### src/rtl/uart_pkg.sv
// Shared UART types and helpers for the TX path and the upcoming RX.
package uart_pkg;
  typedef enum logic [2:0] {IDLE, START, DATA, PARITY, STOP} tx_state_t;

  localparam int PARITY_NONE = 0;
  localparam int PARITY_EVEN = 1;
  localparam int PARITY_ODD  = 2;

  function automatic int clks_per_bit(input int freq, input int baud);
    return freq / baud;
  endfunction
endpackage

### src/rtl/uart_tx_framed_if.sv
// Upstream word handshake plus serial-side status of the framed UART transmitter.
interface uart_tx_framed_if #(parameter int DATA_WIDTH = 8);
  logic                  in_valid;
  logic [DATA_WIDTH-1:0] in_data;
  logic                  in_ready;
  logic                  tx;
  logic                  busy;
  logic                  frame_done;

  modport master (output in_valid, in_data, input in_ready, tx, busy, frame_done);
  modport slave  (input in_valid, in_data, output in_ready, tx, busy, frame_done);
endinterface

### src/rtl/uart_baud_gen.sv
// Clock-enable bit timer: counts 0..CLKS_PER_BIT-1 while enabled, held at 0 otherwise.
module uart_baud_gen #(
  parameter int CLKS_PER_BIT = 16
) (
  input  logic clk,
  input  logic areset_n,
  input  logic clear,
  input  logic en,
  output logic bit_tick,
  output logic pre_tick
);
  localparam int CW = (CLKS_PER_BIT > 2) ? $clog2(CLKS_PER_BIT) : 1;
  localparam logic [CW-1:0] LAST = CW'(CLKS_PER_BIT - 1);
  localparam logic [CW-1:0] PRE  = CW'(CLKS_PER_BIT - 2);

  logic [CW-1:0] cnt_q, cnt_d;

  assign bit_tick = en && (cnt_q == LAST);
  // One cycle ahead of bit_tick, so a registered output can line up with it.
  assign pre_tick = en && (cnt_q == PRE);

  always_comb begin
    cnt_d = cnt_q + 1'b1;
    if (clear || !en || bit_tick) cnt_d = '0;
  end

  always_ff @(posedge clk or negedge areset_n) begin
    if (!areset_n) cnt_q <= '0;
    else           cnt_q <= cnt_d;
  end
endmodule

### src/rtl/uart_tx_framed.sv
// Framed UART transmitter: start, LSB-first data, optional parity, 1 or 2 stop bits.
module uart_tx_framed
  import uart_pkg::*;
#(
  parameter int SYS_CLK_FREQ = 1_000_000,
  parameter int BAUD_RATE    = 9600,
  parameter int DATA_WIDTH   = 8,
  parameter int PARITY_MODE  = 0,
  parameter int STOP_BITS    = 1
) (
  input logic clk,
  input logic areset_n,
  uart_tx_framed_if.slave bus
);
  localparam int CPB = clks_per_bit(SYS_CLK_FREQ, BAUD_RATE);
  localparam logic [3:0] LAST_DATA = 4'(DATA_WIDTH - 1);
  localparam logic [3:0] LAST_STOP = 4'(STOP_BITS - 1);

  if (CPB < 2) begin : g_err_cpb
    $error("uart_tx_framed: CLKS_PER_BIT must be >= 2");
  end
  if (DATA_WIDTH < 5 || DATA_WIDTH > 9) begin : g_err_dw
    $error("uart_tx_framed: DATA_WIDTH must be 5..9");
  end
  if (PARITY_MODE < 0 || PARITY_MODE > 2) begin : g_err_par
    $error("uart_tx_framed: PARITY_MODE must be 0, 1 or 2");
  end
  if (STOP_BITS < 1 || STOP_BITS > 2) begin : g_err_stop
    $error("uart_tx_framed: STOP_BITS must be 1 or 2");
  end

  tx_state_t             state_q, state_d;
  logic [DATA_WIDTH-1:0] shift_q, shift_d;
  logic [3:0]            idx_q, idx_d;
  logic                  par_q, par_d;
  logic                  tx_q, tx_d;
  logic                  busy_q, busy_d;
  logic                  done_q, done_d;
  logic                  bit_tick, pre_tick, hs;

  assign bus.in_ready   = (state_q == IDLE);
  assign bus.tx         = tx_q;
  assign bus.busy       = busy_q;
  assign bus.frame_done = done_q;
  assign hs             = bus.in_valid && bus.in_ready;

  uart_baud_gen #(.CLKS_PER_BIT(CPB)) u_baud (
    .clk      (clk),
    .areset_n (areset_n),
    .clear    (hs),
    .en       (state_q != IDLE),
    .bit_tick (bit_tick),
    .pre_tick (pre_tick)
  );

  always_comb begin
    state_d = state_q;
    shift_d = shift_q;
    idx_d   = idx_q;
    par_d   = par_q;
    tx_d    = tx_q;
    done_d  = 1'b0;
    unique case (state_q)
      IDLE: if (hs) begin
        state_d = START;
        shift_d = bus.in_data;
        par_d   = (PARITY_MODE == PARITY_ODD) ? ~^bus.in_data : ^bus.in_data;
        idx_d   = '0;
        tx_d    = 1'b0;
      end
      START: if (bit_tick) begin
        state_d = DATA;
        tx_d    = shift_q[0];
      end
      DATA: if (bit_tick) begin
        if (idx_q == LAST_DATA) begin
          idx_d = '0;
          if (PARITY_MODE != PARITY_NONE) begin
            state_d = PARITY;
            tx_d    = par_q;
          end else begin
            state_d = STOP;
            tx_d    = 1'b1;
          end
        end else begin
          idx_d   = idx_q + 4'd1;
          shift_d = shift_q >> 1;
          tx_d    = shift_q[1];
        end
      end
      PARITY: if (bit_tick) begin
        state_d = STOP;
        tx_d    = 1'b1;
      end
      STOP: begin
        // Registered pulse must cover the cycle that ends on the final tick.
        done_d = pre_tick && (idx_q == LAST_STOP);
        if (bit_tick) begin
          if (idx_q == LAST_STOP) state_d = IDLE;
          else                    idx_d   = idx_q + 4'd1;
        end
      end
      default: begin
        state_d = IDLE;
        tx_d    = 1'b1;
      end
    endcase
    busy_d = (state_d != IDLE);
  end

  always_ff @(posedge clk or negedge areset_n) begin
    if (!areset_n) begin
      state_q <= IDLE;
      shift_q <= '0;
      idx_q   <= '0;
      par_q   <= 1'b0;
      tx_q    <= 1'b1;
      busy_q  <= 1'b0;
      done_q  <= 1'b0;
    end else begin
      state_q <= state_d;
      shift_q <= shift_d;
      idx_q   <= idx_d;
      par_q   <= par_d;
      tx_q    <= tx_d;
      busy_q  <= busy_d;
      done_q  <= done_d;
    end
  end
endmodule

### src/flat_wrapper.sv
// flat-port wrapper written by rule: the top's interface ports become plain ports
module uart_tx_framed_flat import uart_pkg::*;
#(
  parameter int SYS_CLK_FREQ = 1_000_000,
  parameter int BAUD_RATE    = 9600,
  parameter int DATA_WIDTH   = 8,
  parameter int PARITY_MODE  = 0,
  parameter int STOP_BITS    = 1
)
  (clk, areset_n, bus_in_valid, bus_in_data, bus_in_ready, bus_tx, bus_busy, bus_frame_done);
  uart_tx_framed_if #(.DATA_WIDTH(DATA_WIDTH)) bus_i ();
  input logic clk;
  input logic areset_n;
  input wire logic [$bits(bus_i.in_valid)-1:0] bus_in_valid;
  input wire logic [$bits(bus_i.in_data)-1:0] bus_in_data;
  output wire logic [$bits(bus_i.in_ready)-1:0] bus_in_ready;
  output wire logic [$bits(bus_i.tx)-1:0] bus_tx;
  output wire logic [$bits(bus_i.busy)-1:0] bus_busy;
  output wire logic [$bits(bus_i.frame_done)-1:0] bus_frame_done;
  assign bus_i.in_valid = bus_in_valid;
  assign bus_i.in_data = bus_in_data;
  assign bus_in_ready = bus_i.in_ready;
  assign bus_tx = bus_i.tx;
  assign bus_busy = bus_i.busy;
  assign bus_frame_done = bus_i.frame_done;
  uart_tx_framed #(.SYS_CLK_FREQ(SYS_CLK_FREQ), .BAUD_RATE(BAUD_RATE), .DATA_WIDTH(DATA_WIDTH), .PARITY_MODE(PARITY_MODE), .STOP_BITS(STOP_BITS)) u_core (.clk(clk), .areset_n(areset_n), .bus(bus_i));
endmodule
### config.mk
export PLATFORM = sky130hd
export DESIGN_NAME = uart_tx_framed_flat
export DESIGN_NICKNAME = d
export VERILOG_FILES = /design/src/rtl/uart_pkg.sv /design/src/rtl/uart_tx_framed_if.sv /design/src/rtl/uart_baud_gen.sv /design/src/rtl/uart_tx_framed.sv /design/src/flat_wrapper.sv
export SDC_FILE = /design/constraint.sdc
export NUM_CORES = 1
export LEC_CHECK = 0
export CORE_MARGIN = 3
export CORE_UTILIZATION = 59
export DETAILED_ROUTE_END_ITERATION = 8
export PLACE_DENSITY = 0.93
export SETUP_SLACK_MARGIN = 0.1
export SLEW_MARGIN = 20
export SYNTH_ARGS = -nofsm -noshare
export SYNTH_HDL_FRONTEND = slang
export SYNTH_SLANG_ARGS = --single-unit
### constraint.sdc
create_clock -name clk -period 2.5 [get_ports clk]
set_input_delay 0.5 -clock clk [delete_from_list [all_inputs] [get_ports clk]]
set_output_delay 0.5 -clock clk [all_outputs]
set_load 0.05 [all_outputs]
Word level (Yosys, flattened, before mapping):

Index checks and enable logic that the tools add are counted.

* word-level logic and storage cells: 66
* output and inout bits: 4
* flip-flop bits (word level): 25

* mux-type cells: 26
* equal/unequal tests: 14
* reductions and logical operators: 16
* add/subtract/negate cells: 2
* bitwise logic cells: 1

Operators with widths (number)
* $mux 8: 3
* $mux 3: 7
* $mux 4: 5
* $pmux 8 s2: 1
* $pmux 3 s5: 1
* $eq 7x7->1 const B: 2
* $ne 2x2->1 const B: 7
* $pmux 4 s3: 1
* $reduce_and 5->1: 2
* $reduce_bool 3->1: 3
* $add 7x1->7 const B: 1
* $mux 7: 1
* $eq 3x2->1 const B: 2
* $mux 1: 6
* $pmux 1 s5: 1
* $add 4x1->4 const B: 1
* $eq 4x3->1 const B: 1
* $logic_and 1x1->1: 4
* $logic_not 4->1: 1
* $reduce_and 4->1: 1
* $eq 3x1->1 const B: 1
* $eq 3x3->1 const B: 1
* $logic_not 3->1: 1
* $logic_or 1x1->1: 2
* other kinds (3): 3

Longest topological paths before layout:

* depth in word-level cells: 5
* gate-level depth with buffers: 8
* mapped depth without buffers: 6

Cells and area by module:

A second synthesis with hierarchy kept.

* cells, all modules: 147
* area, all modules: 1457.6 um^2

Modules (own cells, without submodules)
* uart_tx_framed: cells each 106, times used 1, area each 1068.5 um^2
* uart_baud_gen: cells each 41, times used 1, area each 389.1 um^2

Worst setup path before layout:

Ideal clock, no wire load.

* path kind: flip-flop to output port
* from: reg u_core.state_q[2]
* to: out bus_in_ready
* arrival: 1757 ps
* setup slack: 243 ps
* stages on the path, launching flop included: 3
* required time: 2000 ps
* buffers on the path: 1
* cells stage by stage: dfrtp_1 -> buf_1 -> nor3_1

* word-level cells in the longest chain between the ends: 1

RTL lines
* start: declaration: RTL line uart_tx_framed.sv:32 `tx_state_t state_q, state_d;`
* start signal: assignment: RTL line uart_tx_framed.sv:121 `state_q <= state_d;`
* $logic_not 3->1: RTL line uart_tx_framed.sv:41 `assign bus.in_ready = (state_q == IDLE);`
* end: declaration: RTL line flat_wrapper.sv:16 `output wire logic [$bits(bus_i.in_ready)-1:0] bus_in_ready;`

No other way between the ends.

Worst setup path in the final report:

* from: reg u_core.tx_q, in the netlist u_core.bus.tx
* to: out bus_tx

RTL lines
* start: declaration: RTL line uart_tx_framed.sv:36 `logic tx_q, tx_d;`
* start signal: assignment: RTL line uart_tx_framed.sv:125 `tx_q <= tx_d;`
* end: declaration: RTL line flat_wrapper.sv:17 `output wire logic [$bits(bus_i.tx)-1:0] bus_tx;`

No word-level cell between the ends.

==> summary.md <==
| Metric | Value |
|---|---|
| Via/cell ratio | `5.836` |
| Final period util | `87.46%` |
| CTS Buf Count | `3` |
| Placer Congestion | `0.8539` |
| Post-CTS Setup Bufs | `0` |
| # DRC | `0` |
| Min-delay src | `u_core.u_baud.cnt_q[0]$_DFF_PN0_` |
| Critical path fanouts, max | `2` |
| Syn_area_per_cell | `10.19 µm²` |
| Fmax | `457.3 MHz` |
| CTS H-tree lvls | `1` |
| Comb power frac | `22.1%` |
| Buf+Inv Stages, Crit Path | `1` |
| Root Buffer | `clkbuf_4` |
| CTS Sinks | `25` |
| Hpwl dp | `1.805 mm` |
| Tightest Pin Transition | `0.5226 ns` |
| Setup slack, reg-to-reg | `0.58 ns` |
| Layout cells sized above 1 | `9.028%` |
| First-pass GRT wire length | `4.326 mm` |
| Final nets | `160` |
| Worst-Skew Late Latency | `0.32 ns` |
| Die area | `2850 µm²` |
| R2r startpoint | `u_core.u_baud.cnt_q[0]$_DFF_PN0_` |
| Worst-case clock buffer depth | `2` |
| CP max stage cell | `clkdlybuf4s50_1` |
| Unrepaired setup endpoints after global routing | `false` |
| Syn_nets | `145` |
| Worst IR Drop VDD | `0.0004675 V` |
| FF+latch count, synth | `25` |
| Library cells used by synthesis | `39` |
| Commonest non-fill, non-tap cells in the layout | `24 x dfrtp_1, 20 x nor2_1, 13 x clkdlybuf4s50_1` |
| Pins over their slew limit | `0` |
| Number of diodes | `0` |
| I/O Buffers | `14` |
| Internal power | `0.0006456 W` |
| Die extent in x | `53.39 µm` |
| GRT Util Overall | `21.36%` |
| Worst hold path cell count | `1` |
| Hold Crit Class | `flop to flop` |
| Setup TNS | `0 ns` |
| Core ar. | `2042 µm²` |
| I/O pin total | `15` |
| Area contributors post-synth | `dfrtp_1 45%, nor2_1 5.7%, mux2i_1 5.3%` |
| Worst-path clk slew | `0.14 ns` |
| Cell family with most CP delay | `buffers and inverters` |
| Relative slew slack | `65.05%` |
| Final WL | `2.547 mm` |
| Sw Ratio | `31.50%` |
| GR Overflow Total | `0` |
| Status | `finished clean` |
| Cell Chain, Critical Path | `clkdlybuf4s50_1` |
| Fin. Hold Viols | `0` |
| Sw Pwr | `0.0002969 W` |
| Slowest cell delay on critical path | `0.80 ns` |
| Hold Crit Endpoint | `u_core.u_baud.cnt_q[0]$_DFF_PN0_` |
| Maximum number of pins on one net before global-route repair | `26` |
| Die Height | `53.39 µm` |
| Reg power frac | `58.6%` |
| Initial core utilization | `64.89%` |
| R2R depth | `6` |
| Synthesized area | `1325 µm²` |
| Req. time, crit path | `2.00 ns` |
| Synth area leader | `dfrtp_1` |
| Reported leakage power | `0.6702 nW` |
| Post-synth top area share | `45.33%` |
| Power per cell area | `627.7 nW/µm²` |
| Pre-Repair DR Iteration Count | `4` |
| Crit start category | `flop` |
| Row count | `16` |
| WL per Instance | `14.89 µm` |
| Via Count | `998` |
| Clock share of power | `19.3%` |
| Ys Warns | `0` |
| Commonest non-fill, non-tap cell in the layout | `dfrtp_1` |
| Maxcap violations | `0` |
| Setup violations, final | `0` |
| Setup crit end kind | `primary output` |
| Sequential-to-total area share from yosys stat | `47.31%` |
| Antenna violations before repair | `0` |
| Crit Path Category | `flop to primary output` |
| Vias in the first global route | `1035` |
| PostCTS Resize Cnt | `0` |
| Initial drt markers | `17` |
| Crit path time final | `2.187 ns` |
| CTS tree | `yes` |
| CTS Hold Bufs | `0` |
| Final ANT Viol Nets | `0` |
| Mapped Cells | `130` |
| CP arrival | `1.69 ns` |
| Fill cell count | `155` |
| Final Util | `73.53%` |
| Worst R2R End | `u_core.idx_q[3]$_DFFE_PN0P_` |
| Worst-case clock skew | `0.004232 ns` |
| Area growth syn-to-layout | `13.31%` |
[layer usage]
layer	global-route usage, %	wire (µm)	part of all wire (%)
met5	0	0	0
met4	9.787	46	1.8
met3	3.099	121	4.8
met2	37.76	1269	50
met1	25.09	1110	44
[layout make-up]
class / count / area (µm²) / share of cell area, %
sequential: 25 / 626.9 / 41.75
tap: 27 / 33.78 / 2.250
timing repair buffer: 16 / 152.6 / 10.17
clock buffer: 4 / 26.28 / 1.750
inverter: 5 / 18.77 / 1.250
multi-input combinational: 94 / 643.1 / 42.83
[power by group through the flow]
stage                     Sequential (W)  Clock (W)  Combinational [W]
after floorplan                 0.000545          0           0.000150
after global placement          0.000550          0           0.000189
after detailed placement        0.000558          0           0.000207
after CTS                       0.000552   0.000186           0.000211
after global routing            0.000566   0.000198           0.000238
final                           0.000552   0.000182           0.000208
[synthesized netlist by cell type]
library cell  count
o21ai_0           3
buf_2             2
nand2_1           6
o32ai_1           2
inv_1             5
clkbuf_4          1
nor2_2            1
nor3_1            2
xor2_1            3
buf_1             1
dfrtp_1          24
nor3_4            1
o32a_1            1
nand4_1           1
nor2b_1           3
and2_2            1
xnor2_1           3
a21oi_1           9
nor3b_1           3
and3_1            1
ha_1              4
mux2i_1           7
o21ai_1           2
o2bb2ai_1         1
or2b_1            1
o311ai_4          1
nand3b_1          4
a22o_1            2
nand2b_1          2
nand2_4           1
nor2_1           20
dfstp_2           1
a22oi_1           2
a41oi_1           1
nand3_1           3
buf_4             2
or3_1             1
and4bb_4          1
and2_1            1
[worst max path at each step]
stage | end | slack, ns | start | depth (start not counted)
after floorplan | bus_in_ready | 0.24 | u_core.state_q[2]$_DFF_PN0_ | 2
after global placement | u_core.shift_q[4]$_DFFE_PN0P_ | 0.57 | bus_in_valid | 6
after detailed placement | u_core.shift_q[3]$_DFFE_PN0P_ | 0.48 | bus_in_valid | 6
after CTS | bus_tx | 0.31 | u_core.bus.tx$_DFFE_PN1P_ | 1
after global routing | bus_tx | 0.27 | u_core.bus.tx$_DFFE_PN1P_ | 1
final | bus_tx | 0.31 | u_core.bus.tx$_DFFE_PN1P_ | 1
[flip-flops by register name (all words and copies together) (netlist names)]
name                   count
u_core.shift_q             8
u_core.bus.tx              1
u_core.bus.busy            1
u_core.idx_q               4
u_core.state_q             3
u_core.u_baud.cnt_q        7
u_core.bus.frame_done      1
[metrics by stage]
step | std cells | hold WS [ns] | worst slack, ns | cell area, µm² | total power, W
floorplan | 130 | 0.2044 | 0.2434 | 1325 | 0.0006947
global placement | 167 | 0.4651 | 0.5671 | 1475 | 0.0007388
detailed placement | 167 | 0.4800 | 0.4833 | 1475 | 0.0007654
CTS | 171 | 0.4981 | 0.3089 | 1501 | 0.0009496
global route | 171 | 0.5244 | 0.2748 | 1501 | 0.001002
finish | 171 | 0.5007 | 0.3135 | 1501 | 0.0009425
[kinds of logic (layout without fill, tap and decap cells)]
kind of cell,after synthesis,count (layout),share of synthesized area [%]
buffers and inverters,11,25,4.155
adder cells (fa/ha/maj),4,4,3.777
flip-flops,25,25,47.31
XOR/XNOR,6,6,3.967
AO/OA/AOI/OAI,24,24,13.13
multiplexers,7,7,5.288
AND/OR/NAND/NOR,53,53,22.38
Note: power is estimated with default switching activity, not from simulation.
